<file path="src/rtl/btb_ctrl.sv">
// Branch target buffer controller: fetch lookup, buffered execute-stage
// updates draining into an external direct-mapped array, and an index-walking flush FSM.
module btb_ctrl #(
    parameter int unsigned width     = 32,
    parameter int unsigned bit_entry = 3,
    parameter int unsigned fifo_log2 = 2
) (
    input  logic                           clk,
    input  logic                           rst,
    input  logic [width-1:0]               lkp_pc,
    output logic                           pred_hit,
    output logic [width-1:0]               pred_target,
    input  logic                           upd_valid,
    output logic                           upd_ready,
    input  logic [width-1:0]               upd_pc,
    input  logic [width-1:0]               upd_target,
    input  logic                           upd_taken,
    input  logic                           flush_req,
    output logic                           busy,
    output logic                           arr_load,
    output logic [bit_entry-1:0]           arr_r_index,
    output logic [bit_entry-1:0]           arr_w_index,
    output logic [2*width-bit_entry-2:0]   arr_w_din,
    input  logic [2*width-bit_entry-2:0]   arr_r_dout,
    input  logic [2*width-bit_entry-2:0]   arr_w_dout
);

    localparam int unsigned T     = width - bit_entry - 2;
    localparam int unsigned E     = 1 + T + width;
    localparam int unsigned DEPTH = 2 ** fifo_log2;

    typedef enum logic {
        FLUSH,
        RUN
    } state_t;

    state_t                 state_q, state_d;
    logic [bit_entry-1:0]   fcnt_q, fcnt_d;
    logic [fifo_log2-1:0]   wptr_q, wptr_d;
    logic [fifo_log2-1:0]   rptr_q, rptr_d;
    logic [fifo_log2:0]     occ_q, occ_d;

    // FIFO slots keep pc[width-1:2]; the byte-offset bits never reach the array.
    logic [width-3:0]       fpc_q  [DEPTH];
    logic [width-1:0]       ftgt_q [DEPTH];
    logic                   ftk_q  [DEPTH];

    logic                   run;
    logic                   full;
    logic                   empty;
    logic                   push;
    logic                   pop;
    logic [width-3:0]       h_pc;
    logic [width-1:0]       h_tgt;
    logic                   h_tk;
    logic [bit_entry-1:0]   h_idx;
    logic [T-1:0]           h_tag;
    logic                   w_valid;
    logic [T-1:0]           w_tag;
    logic                   unused_bits;

    assign unused_bits = ^{lkp_pc[1:0], upd_pc[1:0], arr_w_dout[width-1:0]};

    assign run       = (state_q == RUN);
    assign busy      = (state_q == FLUSH);
    assign full      = (occ_q == (fifo_log2+1)'(DEPTH));
    assign empty     = (occ_q == '0);
    assign upd_ready = run && !full;
    assign push      = upd_valid && upd_ready && !flush_req;
    assign pop       = run && !empty && !flush_req;

    assign h_pc    = fpc_q[rptr_q];
    assign h_tgt   = ftgt_q[rptr_q];
    assign h_tk    = ftk_q[rptr_q];
    assign h_idx   = h_pc[bit_entry-1:0];
    assign h_tag   = h_pc[width-3:bit_entry];
    assign w_valid = arr_w_dout[E-1];
    assign w_tag   = arr_w_dout[E-2 -: T];

    // Lookup path is purely combinational; the array bypass covers same-cycle writes.
    assign arr_r_index = lkp_pc[bit_entry+1:2];
    assign pred_hit    = run && arr_r_dout[E-1]
                         && (arr_r_dout[E-2 -: T] == lkp_pc[width-1:bit_entry+2]);
    assign pred_target = pred_hit ? arr_r_dout[width-1:0] : '0;

    always_comb begin
        arr_load    = 1'b0;
        arr_w_index = '0;
        arr_w_din   = '0;
        if (!run) begin
            arr_load    = 1'b1;
            arr_w_index = fcnt_q;
        end else if (pop) begin
            arr_w_index = h_idx;
            if (h_tk) begin
                arr_load  = 1'b1;
                arr_w_din = {1'b1, h_tag, h_tgt};
            end else begin
                arr_load  = w_valid && (w_tag == h_tag);
            end
        end
    end

    always_comb begin
        state_d = state_q;
        fcnt_d  = fcnt_q;
        wptr_d  = wptr_q;
        rptr_d  = rptr_q;
        occ_d   = occ_q;
        if (flush_req) begin
            state_d = FLUSH;
            fcnt_d  = '0;
            wptr_d  = '0;
            rptr_d  = '0;
            occ_d   = '0;
        end else if (!run) begin
            fcnt_d = fcnt_q + 1'b1;
            if (fcnt_q == '1) begin
                state_d = RUN;
            end
        end else begin
            if (push) begin
                wptr_d = wptr_q + 1'b1;
            end
            if (pop) begin
                rptr_d = rptr_q + 1'b1;
            end
            case ({push, pop})
                2'b10:   occ_d = occ_q + 1'b1;
                2'b01:   occ_d = occ_q - 1'b1;
                default: occ_d = occ_q;
            endcase
        end
    end

    always_ff @(posedge clk or negedge rst) begin
        if (!rst) begin
            state_q <= FLUSH;
            fcnt_q  <= '0;
            wptr_q  <= '0;
            rptr_q  <= '0;
            occ_q   <= '0;
        end else begin
            state_q <= state_d;
            fcnt_q  <= fcnt_d;
            wptr_q  <= wptr_d;
            rptr_q  <= rptr_d;
            occ_q   <= occ_d;
        end
    end

    always_ff @(posedge clk) begin
        if (push) begin
            fpc_q[wptr_q]  <= upd_pc[width-1:2];
            ftgt_q[wptr_q] <= upd_target;
            ftk_q[wptr_q]  <= upd_taken;
        end
    end

endmodule
</file>
<file path="config.mk">
export PLATFORM = sky130hd
export DESIGN_NAME = btb_ctrl
export DESIGN_NICKNAME = d
export VERILOG_FILES = /design/src/rtl/btb_ctrl.sv
export SDC_FILE = /design/constraint.sdc
export NUM_CORES = 1
export LEC_CHECK = 0
export BUFFER_PORTS_ARGS = -buffer_cell sky130_fd_sc_hd__buf_2
export CELL_PAD_IN_SITES_DETAIL_PLACEMENT = 2
export CELL_PAD_IN_SITES_GLOBAL_PLACEMENT = 2
export CORE_MARGIN = 3
export CORE_UTILIZATION = 36
export CTS_CLUSTER_SIZE = 14
export DETAILED_ROUTE_END_ITERATION = 7
export PLACE_DENSITY = 0.85
export SYNTH_ARGS = -nofsm -noshare
export SYNTH_HDL_FRONTEND = slang
export SYNTH_SLANG_ARGS = --single-unit
</file>
<file path="constraint.sdc">
create_clock -name clk -period 8.25 [get_ports clk]
set_input_delay 0.4125 -clock clk [delete_from_list [all_inputs] [get_ports clk]]
set_output_delay 0.4125 -clock clk [all_outputs]
set_load 0.02 [all_outputs]
</file>
==> After elaboration in Yosys (flattened, before gate mapping) <==
Memories as Yosys holds them, arrays and structs flattened.
Cells that the tools add are included.
{ "op_classes": {"n_addsub": 5, "n_eq_ne": 7, "n_mux": 25, "n_bitwise": 1, "reduce_logical": 19} }
{ "op_table": {"columns": ["cell", "count"], "rows": [
  ["60-bit 2-to-1 mux", 3],
  ["27-bit == test", 2],
  ["32-bit 2-to-1 mux", 1],
  ["3-bit 2-to-1 mux", 6],
  ["2-bit 2-to-1 mux", 6],
  ["1-bit logical AND", 8],
  ["1-bit 2-to-1 mux", 8],
  ["3-bit by 1-bit adder with 3-bit output (second input constant)", 2],
  ["3-bit == test (second input constant)", 2],
  ["3-bit case mux with 2 select lines", 1],
  ["2-bit AND reduction", 3],
  ["2-bit nonzero test", 3],
  ["2-bit by 1-bit adder with 2-bit output (second input constant)", 2],
  ["1-bit logical NOT", 3],
  ["3-bit logical NOT", 1],
  ["3-bit nonzero test", 1],
  ["3-bit by 1-bit subtractor with 3-bit output (second input constant)", 1],
  ["2-bit by 1-bit == test with 1-bit output (second input constant)", 1],
  ["2-bit == test (second input constant)", 1],
  ["2-bit inequality test (second input constant)", 1],
  ["1-bit inverter", 1]
]} }
{ "totals": {"ff_bits": 11, "ramBits": 252, "inputBits": 221, "word_cells": 65, "memories": 3} }
{ "memory_table": {"columns": ["memory", "words", "width", "read_ports", "rd_clocked_by_memory_dff", "write_ports", "line_no", "source"], "rows": [
  ["ftgt_q", 4, 32, 1, 0, 1, "45", "logic [width-1:0] ftgt_q [DEPTH];"],
  ["fpc_q", 4, 30, 1, 0, 1, "44", "logic [width-3:0] fpc_q [DEPTH];"],
  ["ftk_q", 4, 1, 1, 0, 1, "46", "logic ftk_q [DEPTH];"]
]} }

==> Longest topological paths before layout <==
{ "depth": {"depth_word": 9, "depth_mapped": 9} }

==> Worst setup path before layout <==
Ideal clock, no wire load.
{ "synth_path": {"kind": "register -> register", "startpoint": "reg state_q (netlist: run)", "endpoint": "mem fpc_q[0][0] in the netlist's numbering (enable)", "setup_time_ns": 0.575, "arrival_time_ns": 6.199, "required_ns": 7.675, "slack_ns": 1.476, "stages_incl_launch_ff": 5, "n_path_buf": 0, "period_less_slack_ns": 6.774, "cell_sequence": "dfrtp_1 clkinv_1 a21oi_1 nand2_1 nor3b_1"} }
{ "synth_between": {"elab_chain_cells": 5} }
{ "synth_rtl": {"columns": ["item", "line_no", "source"], "rows": [
  ["start: declaration", "37", "state_t state_q, state_d;"],
  ["start signal: assignment", "144", "state_q <= state_d;"],
  ["1-bit logical AND", "68", "assign upd_ready = run && !full;"],
  ["net upd_ready", "14", "output logic upd_ready,"],
  ["1-bit logical AND (2 in a row)", "69", "assign push = upd_valid && upd_ready && !flush_req;"],
  ["1-bit 2-to-1 mux", "153", "if (push) begin"],
  ["1-bit 2-to-1 mux (implied by the code)", "154", "fpc_q[wptr_q] <= upd_pc[width-1:2];"],
  ["end: declaration", "44", null]
]} }
The timed path passes the listed nets, and every way through them passes these cells.

==> Worst setup path in the final report <==
{ "layout_path": {"startpoint": "reg rptr_q[1]", "endpoint": "out arr_w_din[37]"} }
{ "layout_between": {"elab_chain_cells": 4} }
{ "layout_rtl": {"columns": ["item", "line_no", "source"], "rows": [
  ["start: declaration", "40", "logic [fifo_log2-1:0] rptr_q, rptr_d;"],
  ["start signal: assignment", "147", "rptr_q <= rptr_d;"],
  ["memory read 4 x 30 bit / memory read 4 x 1 bit (equally long branches)", null, null],
  ["60-bit 2-to-1 mux *", "95", "if (h_tk) begin"],
  ["60-bit 2-to-1 mux *", "93", "end else if (pop) begin"],
  ["60-bit 2-to-1 mux *", "90", "if (!run) begin"],
  ["end: declaration", "23", "output logic [2*width-bit_entry-2:0] arr_w_din,"]
]} }
Mark *: on every way between the ends. The rest lies on a longest branch, timed or not.

==> impl_metrics.csv <==
group,metric,value,unit
outcome,status,"completed",
worst_setup_path,cp.required,7840,ps
global_routing,overflow,0,
detailed_routing,num_vias,6921,
die,io_pins,323,
power,seq_power_share,0.533,
detailed_routing,route.antenna.remaining_nets,0,
synthesis,seq_area_frac_synth,0.6975,
die,die_w,182.7,µm
detailed_routing,wire_per_inst,23.95,µm
die,die-area,33390,µm²
place,io_buffer_count,280,
clocking,clock_latency,530,ps
synthesis,synthDominantCellAreaShare,0.6730,
worst_setup_path,cp-start-kind,"flip-flop",
timing,drv_slew,0,
power,p_clk_frac,0.430,
synthesis,synth-edff-count,252,
power,netSwitchingFraction,0.1994,
synthesis,yosysTopAreaCell,"edfxtp_1",
die,die_y,182.7,µm
global_routing,track_usage,0.1919,
worst_setup_path,critPathKind,"flip-flop to output port",
synthesis,ys_warn_count,0,
die,coreArea,30670,µm²
die,initial_core_util,0.3666,
global_routing,antenna_found_initial,7,
timing,whs,93.01,ps
worst_hold_path,hold_class,"input pin to flip-flop",
power,p_leak,5.266,nW
timing,finalSetupViolCount,0,
power,p_sw,0.5479,mW
synthesis,ys_async_sr_fraction,0.04183,
power,p_int,2.200,mW
global_routing,grt_pass1_wl,48850,µm
worst_setup_path,critPathMaxFanout,48,
place,gp_congestion,0.7690,
timing,rsz0062_at_grt,"false",
layout,fin_nets,1150,
synthesis,netlist_instances,641,
layout,final_cell_mix,"buf_2, edfxtp_1, mux4_2",
worst_hold_path,min_path_cells,1,
clocking,cts_num_sinks,263,
synthesis,syn-num-nets,869,
detailed_routing,drc,0,
timing,fin_tns_setup,0,ps
die,rows,64,
worst_setup_path,arrival,4290,ps
synthesis,netlist_area,11240,µm²
layout,post-route-util,0.4540,
layout,drive_gt1_frac,0.4199,
clocking,cts.clk_slew.worst_paths,60,ps
synthesis,synth_area_leaders,"edfxtp_1, mux4_2, and3_1",
timing,tightest_slew,1043,ps
detailed_routing,viasPerCell,5.150,
synthesis,postSynthRegisterBits,263,
layout,areaGrowthSynthToFinish,23.85,%
timing,slew_headroom,0.3049,
power,combPwrFrac,0.037,
synthesis,yosysUniqueCellTypes,51,
job,max_cap_violations,0,
worst_setup_path,end_kind,"output port",
clocking,numCtsBuffers,27,
global_routing,grt_pass1_vias,7887,
timing,fmax,0.2126,GHz
clocking,cts_tree,"yes",
power,cellPowerDensity,197.4,nW/µm²
detailed_routing,drt_iter0_drc,384,
synthesis,synthFlopType,"edfxtp_1",
global_routing,grt_max_degree,64,
detailed_routing,drt_wl_total,32180,µm
clocking,postCtsSetupRepairBufs,0,
detailed_routing,dr.pass1.iters,5,
place,dp_hpwl,22050,µm
clocking,clk_path_buf_depth,3,
power,peakVddDrop,0.1725,mV
timing,finalCriticalPeriod,4703,ps
timing,finalCritPeriodShare,0.5700,
timing,hold_viol,0,
timing,clock-skew-final,9.051,ps
clocking,htreeDepth,1,
layout,layout_commonest_cell,"buf_2",
worst_setup_path,r2r_cells,6,
clocking,cts_root_buf,"clkbuf_16",
synthesis,syn_area_per_cell,17.54,µm²
==> worst max-delay path, stage by stage (launching register included) <==
cell	delay, ps
dfrtp_4	730
buf_4	720
mux4_2	1030
nand2_1	530
inv_1	300
and3_1	190
buf_2	210
==> area by class of cell <==
type / count / area (µm²)
tap: 396 / 495.5
antenna: 5 / 12.51
multi-input combinational: 333 / 3206
timing repair buffer: 290 / 1479
inverter: 7 / 26.28
fill: 2957 / 16740
sequential: 263 / 7850
clock buffer: 39 / 740.7
clock inverter: 11 / 115.1
==> path summary, 6_finish.rpt <==
| path | from | endpoint | slack (ps) |
|---|---|---|---|
| max in group asynchronous | rst | rptr_q[0] | 7680 |
| worst min-delay path | upd_target[3] | ftgt_q[0][3] | 90 |
| worst max register to register | run | fpc_q[0][28] | 4610 |
| worst min register to register | fcnt_q[0] | fcnt_q[0] | 580 |
| min in group asynchronous | rst | fcnt_q[2] | 320 |
| worst max-delay path | rptr_q[1] | arr_w_din[37] | 3550 |
==> per-stage QoR <==
stage / power (mW) / cells / cell area (µm²) / setup slack [ps]
2_1_floorplan: 1.525 / 641 / 11240 / 1476
3_3_place_gp: 1.590 / 1288 / 13050 / 4085
3_5_place_dp: 1.597 / 1288 / 13050 / 3960
4_1_cts: 2.787 / 1339 / 13910 / 3389
5_1_grt: 2.839 / 1341 / 13920 / 3180
6_report: 2.748 / 1344 / 13920 / 3547
==> cells in the mapped netlist (2+ instances only) <==
| master | instances |
|---|---|
| edfxtp_1 | 252 |
| mux4_2 | 51 |
| and3_1 | 50 |
| and2_1 | 32 |
| xor2_1 | 27 |
| xnor2_1 | 25 |
| mux2i_1 | 24 |
| nor2_1 | 21 |
| nand2_1 | 20 |
| clkbuf_1 | 18 |
| buf_2 | 11 |
| dfrtp_1 | 11 |
| mux2_2 | 8 |
| a21oi_1 | 7 |
| ha_1 | 6 |
| inv_1 | 6 |
| nor4_1 | 6 |
| nand3_1 | 5 |
| nand4_1 | 5 |
| o21ai_0 | 5 |
| buf_4 | 4 |
| buf_6 | 4 |
| nor3b_1 | 4 |
| o22ai_1 | 4 |
| a22o_1 | 3 |
| nor3_1 | 3 |
| a211oi_1 | 2 |
| a22oi_1 | 2 |
| nand2b_1 | 2 |
| nand3b_1 | 2 |
==> repair_timing <==
action,in CTS,in global routing
gates resized for setup,0,0
hold endpoints to repair,11,0
hold buffers,1,0
==> registers in the layout, indices dropped and copies added (netlist names) <==
signal and flops:
ftgt_q 128, fcnt_q 3, rptr_q 2, fpc_q 120
run 1, occ_q 3, wptr_q 2, ftk_q 4
==> power by group through the flow <==
stage               sequential [mW]  combinational (mW)  clock, mW
floorplan                      1.49              0.0303          0
global placement               1.49              0.0951          0
detailed placement             1.49               0.102          0
CTS                            1.47               0.103       1.22
global route                   1.47               0.112       1.26
finish                         1.47               0.101       1.18
==> layer usage <==
metal / global-route usage / vias up / part of all wire
li1: - / 3082 / -
met4: 0.04814 / 8 / 0.022
met1: 0.2144 / 3509 / 0.36
met2: 0.3612 / 265 / 0.53
met5: 0 / - / 0.0015
met3: 0.05182 / 57 / 0.081
==> cell families after synthesis <==
group	share of synthesized area
XOR/XNOR	0.04051
adder cells (fa/ha/maj)	0.008457
flip-flops	0.6975
AND/OR/NAND/NOR	0.07779
AO/OA/AOI/OAI	0.02393
multiplexers	0.1315
buffers and inverters	0.02025
(Power assumes the default switching activity.)
